$ cat src/rtl/mtimer.sv
`default_nettype none
// ============================================================================
// mtimer : 64-bit machine timer with prescaler, mtimecmp level interrupt and
//          req/gnt/rvalid register slave.            Rev 1.0
// ============================================================================
module mtimer #(
   parameter int PRESC_W = 16
) (
   input  logic        clk,
   input  logic        rst,
   input  logic        req,
   input  logic        we,
   input  logic [3:0]  be,
   input  logic [4:0]  addr,
   input  logic [31:0] wdata,
   output logic        gnt,
   output logic        rvalid,
   output logic [31:0] rdata,
   output logic        timer_irq
);

   localparam logic [2:0] C_MTIME_LO = 3'd0;
   localparam logic [2:0] C_MTIME_HI = 3'd1;
   localparam logic [2:0] C_CMP_LO   = 3'd2;
   localparam logic [2:0] C_CMP_HI   = 3'd3;
   localparam logic [2:0] C_CTRL     = 3'd4;

   function automatic logic [31:0] merge(input logic [31:0] old_v,
                                         input logic [31:0] new_v,
                                         input logic [3:0]  en);
      logic [31:0] r;
      r = old_v;
      for (int i = 0; i < 4; i++)
         if (en[i]) r[8*i +: 8] = new_v[8*i +: 8];
      return r;
   endfunction

   logic [63:0]        mtime_q, mtime_d;
   logic [31:0]        shadow_q;
   logic [63:0]        mtimecmp_q;
   logic               en_q;
   logic [PRESC_W-1:0] presc_q;
   logic [PRESC_W-1:0] cnt_q, cnt_d;
   logic               rvalid_q;
   logic [31:0]        rdata_q;
   logic               irq_q;

   logic [2:0]  w_word;
   logic        w_rd, w_wr, w_tick;
   logic        w_wr_mlo, w_wr_mhi, w_wr_clo, w_wr_chi, w_wr_ctrl;
   logic [31:0] w_ctrl, w_ctrl_new, w_rmux;
   logic        w_unused;

   assign w_word    = addr[4:2];
   assign w_rd      = req & ~we;
   // A write with no byte enables must not suppress a tick or clear the prescaler.
   assign w_wr      = req & we & (|be);
   assign w_wr_mlo  = w_wr && (w_word == C_MTIME_LO);
   assign w_wr_mhi  = w_wr && (w_word == C_MTIME_HI);
   assign w_wr_clo  = w_wr && (w_word == C_CMP_LO);
   assign w_wr_chi  = w_wr && (w_word == C_CMP_HI);
   assign w_wr_ctrl = w_wr && (w_word == C_CTRL);
   assign w_tick    = en_q && (cnt_q == presc_q);

   always_comb begin
      w_ctrl              = '0;
      w_ctrl[0]           = en_q;
      w_ctrl[8 +: PRESC_W] = presc_q;
   end

   assign w_ctrl_new = merge(w_ctrl, wdata, be);
   assign w_unused   = ^{addr[1:0], w_ctrl_new};

   always_comb begin
      mtime_d = mtime_q;
      if (w_wr_mlo)
         mtime_d[31:0] = merge(mtime_q[31:0], wdata, be);
      else if (w_wr_mhi)
         mtime_d[63:32] = merge(mtime_q[63:32], wdata, be);
      else if (w_tick)
         mtime_d = mtime_q + 64'd1;

      cnt_d = cnt_q;
      if (w_wr_ctrl || w_tick)
         cnt_d = '0;
      else if (en_q)
         cnt_d = cnt_q + PRESC_W'(1);
   end

   always_comb begin
      w_rmux = '0;
      case (w_word)
         C_MTIME_LO: w_rmux = mtime_q[31:0];
         C_MTIME_HI: w_rmux = shadow_q;
         C_CMP_LO:   w_rmux = mtimecmp_q[31:0];
         C_CMP_HI:   w_rmux = mtimecmp_q[63:32];
         C_CTRL:     w_rmux = w_ctrl;
         default:    w_rmux = '0;
      endcase
   end

   always_ff @(posedge clk or posedge rst) begin
      if (rst) begin
         mtime_q    <= '0;
         shadow_q   <= '0;
         mtimecmp_q <= '1;
         en_q       <= 1'b1;
         presc_q    <= '0;
         cnt_q      <= '0;
         rvalid_q   <= 1'b0;
         rdata_q    <= '0;
         irq_q      <= 1'b0;
      end else begin
         mtime_q <= mtime_d;
         cnt_q   <= cnt_d;
         // Latch the upper half with the low-word read so LO-then-HI is coherent.
         if (w_rd && (w_word == C_MTIME_LO))
            shadow_q <= mtime_q[63:32];
         if (w_wr_clo)
            mtimecmp_q[31:0] <= merge(mtimecmp_q[31:0], wdata, be);
         if (w_wr_chi)
            mtimecmp_q[63:32] <= merge(mtimecmp_q[63:32], wdata, be);
         if (w_wr_ctrl) begin
            en_q    <= w_ctrl_new[0];
            presc_q <= w_ctrl_new[8 +: PRESC_W];
         end
         rvalid_q <= req;
         rdata_q  <= w_rd ? w_rmux : 32'd0;
         irq_q    <= (mtime_q >= mtimecmp_q);
      end
   end

   assign gnt       = req;
   assign rvalid    = rvalid_q;
   assign rdata     = rdata_q;
   assign timer_irq = irq_q;

endmodule
`default_nettype wire

$ cat config.mk
export PLATFORM = sky130hd
export DESIGN_NAME = mtimer
export DESIGN_NICKNAME = d
export VERILOG_FILES = /design/src/rtl/mtimer.sv
export SDC_FILE = /design/constraint.sdc
export NUM_CORES = 1
export LEC_CHECK = 0
export BUFFER_PORTS_ARGS = -buffer_cell sky130_fd_sc_hd__clkbuf_2
export CELL_PAD_IN_SITES_DETAIL_PLACEMENT = 1
export CELL_PAD_IN_SITES_GLOBAL_PLACEMENT = 1
export CORE_MARGIN = 2
export CORE_UTILIZATION = 44
export DETAILED_ROUTE_END_ITERATION = 8
export PLACE_DENSITY_LB_ADDON = 0.15
export SYNTH_ARGS = -nofsm -noshare
export SYNTH_HDL_FRONTEND = slang
export SYNTH_SLANG_ARGS = --single-unit
$ cat constraint.sdc
create_clock -name clk -period 6.6 [get_ports clk]
set_input_delay 0.33 -clock clk [delete_from_list [all_inputs] [get_ports clk]]
set_output_delay 0.33 -clock clk [all_outputs]
set_load 0.005 [all_outputs]
# [Word-level counts from Yosys, hierarchy flattened]
# Index checks and enable logic that the tools add are counted.
[word_totals] reg_bits=227 input_bits=45 output_inout_bits=35 word_cells=90
[op_classes] add_sub_neg=2 magnitude_cmp=1 n_eq_ne=14 n_mux=12 bitwise_logic=5 n_reduce_logical=32
[op_table] operator="32-bit case mux with 5 select lines" count=1
[op_table] operator="32-bit 2-to-1 mux" count=4
[op_table] operator="64-bit by 1-bit adder with 64-bit output (second input constant)" count=1
[op_table] operator="64-bit >= comparator" count=1
[op_table] operator="64-bit 2-to-1 mux" count=1
[op_table] operator="16-bit 2-to-1 mux" count=2
[op_table] operator="8-bit 2-to-1 mux" count=4
[op_table] operator="3-bit AND reduction" count=8
[op_table] operator="2-bit AND reduction" count=11
[op_table] operator="2-bit inequality test (second input constant)" count=9
[op_table] operator="16-bit by 1-bit adder with 16-bit output (second input constant)" count=1
[op_table] operator="16-bit == test" count=1
[op_table] operator="1-bit logical AND" count=7
[op_table] operator="3-bit by 2-bit == test with 1-bit output (second input constant)" count=2
[op_table] operator="2-bit nonzero test" count=3
[op_table] operator="4-bit OR reduction" count=1
[op_table] operator="1-bit AND" count=3
[op_table] operator="3-bit by 1-bit == test with 1-bit output (second input constant)" count=1
[op_table] operator="3-bit == test (second input constant)" count=1
[op_table] operator="3-bit logical NOT" count=1
[op_table] operator="1-bit inverter" count=2
[op_table] operator="1-bit logical OR" count=1

# [Depth between registers and ports, before layout]
[logic_depth] ltp_word=5 mapped_depth=10

# [Least setup slack after synthesis]
# No wires, ideal clock.
[synth_timing] path_type="reg-to-reg" startpoint="register mtime_q[11]" endpoint="register mtime_q[63]" setup_time_ns=0.123 arrival_ns=2.360 required_ns=6.477 setup_slack_ns=4.117 path_stages_with_launch=8 n_path_buf=1 synth_period_minus_slack_ns=2.483 cell_sequence="dfrtp_1 > nand4_2 > or4_1 > or4_1 > buf_2 > or4_4 > o21ai_2 > a21oi_2"
[synth_between] elab_chain_cells=3
[synth_rtl] item="from (decl)" line_no="38" rtl="logic [63:0] mtime_q, mtime_d;"
[synth_rtl] item="from (signal assigned)" line_no="114" rtl="mtime_q <= mtime_d;"
[synth_rtl] item="64-bit by 1-bit adder with 64-bit output" line_no="81" rtl="mtime_d = mtime_q + 64'd1;"
[synth_rtl] item="64-bit 2-to-1 mux" line_no="80" rtl="else if (w_tick)"
[synth_rtl] item="32-bit 2-to-1 mux" line_no="78" rtl="else if (w_wr_mhi)"
# Every way passes these cells. The select of a mux whose other input is x is not followed.
# A chain may end at the register's enable or synchronous reset.

# [Worst setup path in the final report]
[layout_timing] startpoint="register mtime_q[14]" endpoint="register mtime_q[55]"
# Same word-level chain as after synthesis.

==> metrics.md <==
| Metric | Value |
|---|---|
| CP Class | `register to register` |
| Global-route wire length before repair | `67.5 mm` |
| Syn_nets | `around 1500` |
| Max FO, Critical Path | `7` |
| F_max | `0.300 GHz` |
| Worst R2R Path Depth | `7` |
| Final Skew | `~0.015 ns` |
| DR vias | `between 10000 and 15000` |
| Site Rows | `63` |
| Post-synthesis sequential area ratio | `between 40% and 50%` |
| Die ar. | `31400 um2` |
| CP Data Arrival Time | `around 3.8 ns` |
| Routed Antenna Nets | `0` |
| IO Port Bufs | `77` |
| CTS Sinks | `about 230` |
| PD cells | `278 nW/um2` |
| Tcrit/Tclk final | `50.5%` |
| VDD IR max | `a little under 200 uV` |
| Max Root-Sink Buffers | `3` |
| GRT overflow | `0` |
| Post-layout util | `roughly half` |
| Post-synth top area share | `30.7%` |
| Top post-synthesis cells by area | `dfrtp_1 31%, dfstp_2 13%, mux2_2 6.8%` |
| CP Capture Type | `register` |
| Yosys cell types | `70` |
| Cell Area, Synth | `13200 um2` |
| Post-synth top area cell | `dfrtp_1` |
| Warnings from Yosys | `0` |
| Vias in the first global route | `11700` |
| Chip width | `between 150 and 200 um` |
| WL per Instance | `23.5 um` |
| CTS Buf Count | `28` |
| CTS H-tree lvls | `1` |
| Initial antenna violation count | `0` |
| # diodes | `0` |
| RSZ-0062 raised after global routing | `false` |
| Asr flop ratio synth | `between 90% and 100%` |
| CP dominant cell by count | `nand3_1` |
| CTS tree | `yes` |
| Core Area | `29600 um2` |
| Final setup fails | `0` |
| Number of flops mapped to enable cells by yosys | `0` |
| Post-synthesis register bit count | `227` |
| Hold Crit Class | `primary input to register` |
| Share of cells above drive strength 1 | `a little over a fifth` |
| Count of final hold-check violations | `0` |
| All-layer global routing usage | `28.0%` |
| DRC | `0` |
| Number of max-cap violations | `0` |
| DR iter-0 viols | `670` |
| Placer Congestion | `0.845` |
| Clk root buf | `clkbuf_16` |
| Post-synth top flop | `dfrtp_1` |
| Synth Instances | `1384` |
| Crit-path max cell delay | `0.80 ns` |
| Maximum number of pins on one net before global-route repair | `93` |
| Vias per Instance | `6.08` |
| Dpl hpwl | `30.7 mm` |
| Clock Latency Late Sink | `around 0.55 ns` |
| Area growth syn-to-layout | `13.2%` |
| Worst EP required | `7.06 ns` |
| Resized cells post-CTS | `0` |
| Pre-Repair DR Iteration Count | `7` |
| Startpoint Class | `register` |
| Clock Pin Slew Worst Setup and Hold Paths | `0.06 ns` |
| Final net count | `1544` |
| Status | `complete, no violations` |
| Routed WL | `roughly 43 mm` |
| Least-Margin Pin Slew | `1.17 ns` |
| Max stage delay cell, worst path | `or4b_2` |
| Setup TNS Final | `0 ns` |
| Worst slew margin | `21.7%` |
| Die height | `around 180 um` |
| Leak | `approximately 0.0065 uW` |
| Fin. max-slew vios | `0` |
| Tmin final | `3.33 ns` |
| IO Pins | `80` |
| Mean area per synthesized cell | `9.53 um2` |
| Crit-path cells | `nand3_1 -> or4b_2 -> nor2_1 -> buf_4 -> nand3_1 -> o41a_1 -> o21ai_0` |
| Initial core utilization | `between 40% and 50%` |
| Hold depth | `3` |
==> cell usage in the layout, fill, tap and decap left out, types with 10 or more instances in the layout <==
master / Yosys / routed
a21o_1: 13 / 13
a21oi_1: 97 / 97
a22oi_1: 37 / 37
a2bb2oi_1: 33 / 33
and2_1: 12 / 12
and3_1: 14 / 14
and4_1: 12 / 12
buf_4: 2 / 21
clkbuf_1: 61 / 12
clkbuf_16: 0 / 29
clkbuf_2: 1 / 77
dfrtp_1: 162 / 162
dfstp_2: 65 / 65
ha_1: 66 / 66
inv_1: 81 / 80
mux2_2: 80 / 80
mux2i_1: 10 / 10
nand2_1: 141 / 141
nand3_1: 39 / 39
nand4_1: 47 / 47
nor2_1: 93 / 92
nor2b_1: 11 / 10
nor3_1: 17 / 17
o21ai_0: 96 / 96
o22a_1: 25 / 25
o22ai_1: 27 / 27
xnor2_1: 21 / 21
xor2_1: 10 / 10
==> per-layer routing <==
layer / share of wire (%) / global-route usage, % / up-vias
met5: 0 / 0 / -
met4: 3.0 / 9.09 / 0
met3: 4.2 / 3.26 / 73
met2: 48 / 47.8 / 255
met1: 44 / 36.9 / 5727
li1: - / - / 5157
==> cell families after synthesis <==
logic type | share of synthesized area (%)
AOI/OAI and AO/OA | 18.2
buffers and inverters | 4.76
muxes | 8.96
adders and majority gates | 6.26
DFF | 43.7
xor gates and xnor gates | 2.06
and+or+nand+nor | 16.0
==> sequential cells by signal, summed over array words and instances (netlist names) <==
signal      count
shadow_q       32
rvalid          1
cnt_q          16
rdata          32
presc_q        16
mtimecmp_q     64
en_q            1
mtime_q        64
timer_irq       1
==> worst max-delay path: cells and delay by family (launching register included) <==
kind / cells / cell delay, ns
compound gates: 2 / 0.49
buf+inv: 1 / 0.29
simple gates: 4 / 1.97
flops: 1 / 0.50
==> final timing paths <==
| path | to | startpoint | slack [ns] |
|---|---|---|---|
| setup / recovery | mtime_q[55] | mtime_q[14] | 3.27 |
| hold / removal | mtimecmp_q[35] | wdata[3] | 0.04 |
| setup reg to reg | mtime_q[55] | mtime_q[14] | 3.27 |
| hold reg to reg | shadow_q[22] | shadow_q[22] | 0.49 |
| max in group asynchronous | shadow_q[23] | rst | 4.64 |
| min in group asynchronous | rdata[9] | rst | 0.45 |
==> where the power goes <==
| part | internal (uW) | total (uW) | leakage [uW] | switching [uW] |
|---|---|---|---|---|
| Sequential | 1620 | 1790 | 0.00287 | 173 |
| Combinational | 296 | 693 | 0.00318 | 396 |
| Clock | 1030 | 1660 | 0.000472 | 624 |
| Total | 2950 | 4140 | 0.00652 | 1190 |
==> area by class of cell <==
cell class | instances | area, um2
fillers | 3368 | 14600
multi-input cells | 995 | 6830
flip-flops and latches | 227 | 5760
clock buffers | 44 | 812
repair buffers | 100 | 563
well taps | 390 | 488
inverters | 81 | 312
clock inverters | 8 | 168
==> synthesized netlist by cell type (all sizes together) (14+ instances only) <==
cell type  count
dfrtp        162
nand2        141
a21oi         98
o21ai         97
nor2          93
inv           81
mux2          80
ha            66
dfstp         65
clkbuf        62
nand4         48
nand3         39
a22oi         37
a2bb2oi       33
o22ai         27
o22a          25
xnor2         21
buf           19
nor3          18
and3          14
==> per-stage QoR <==
stage	instance area, um2	worst slack (ns)	cells	hold slack, ns	power [uW]
floorplan	13200	0.158	1384	0.361	2230
global placement	13900	2.91	1791	0.470	2460
detailed placement	13900	2.84	1791	0.476	2500
CTS	14900	3.30	1845	0.0294	4170
global route	14900	3.09	1845	0.0613	4340
finish	14900	3.27	1845	0.0435	4140
==> what timing repair did <==
action / 4_1_cts / 5_1_grt
hold buffers: 2 / 0
setup buffers: 0 / 0
endpoints found under the hold margin: 66 / 0
Power figures use the tool's default switching activity.
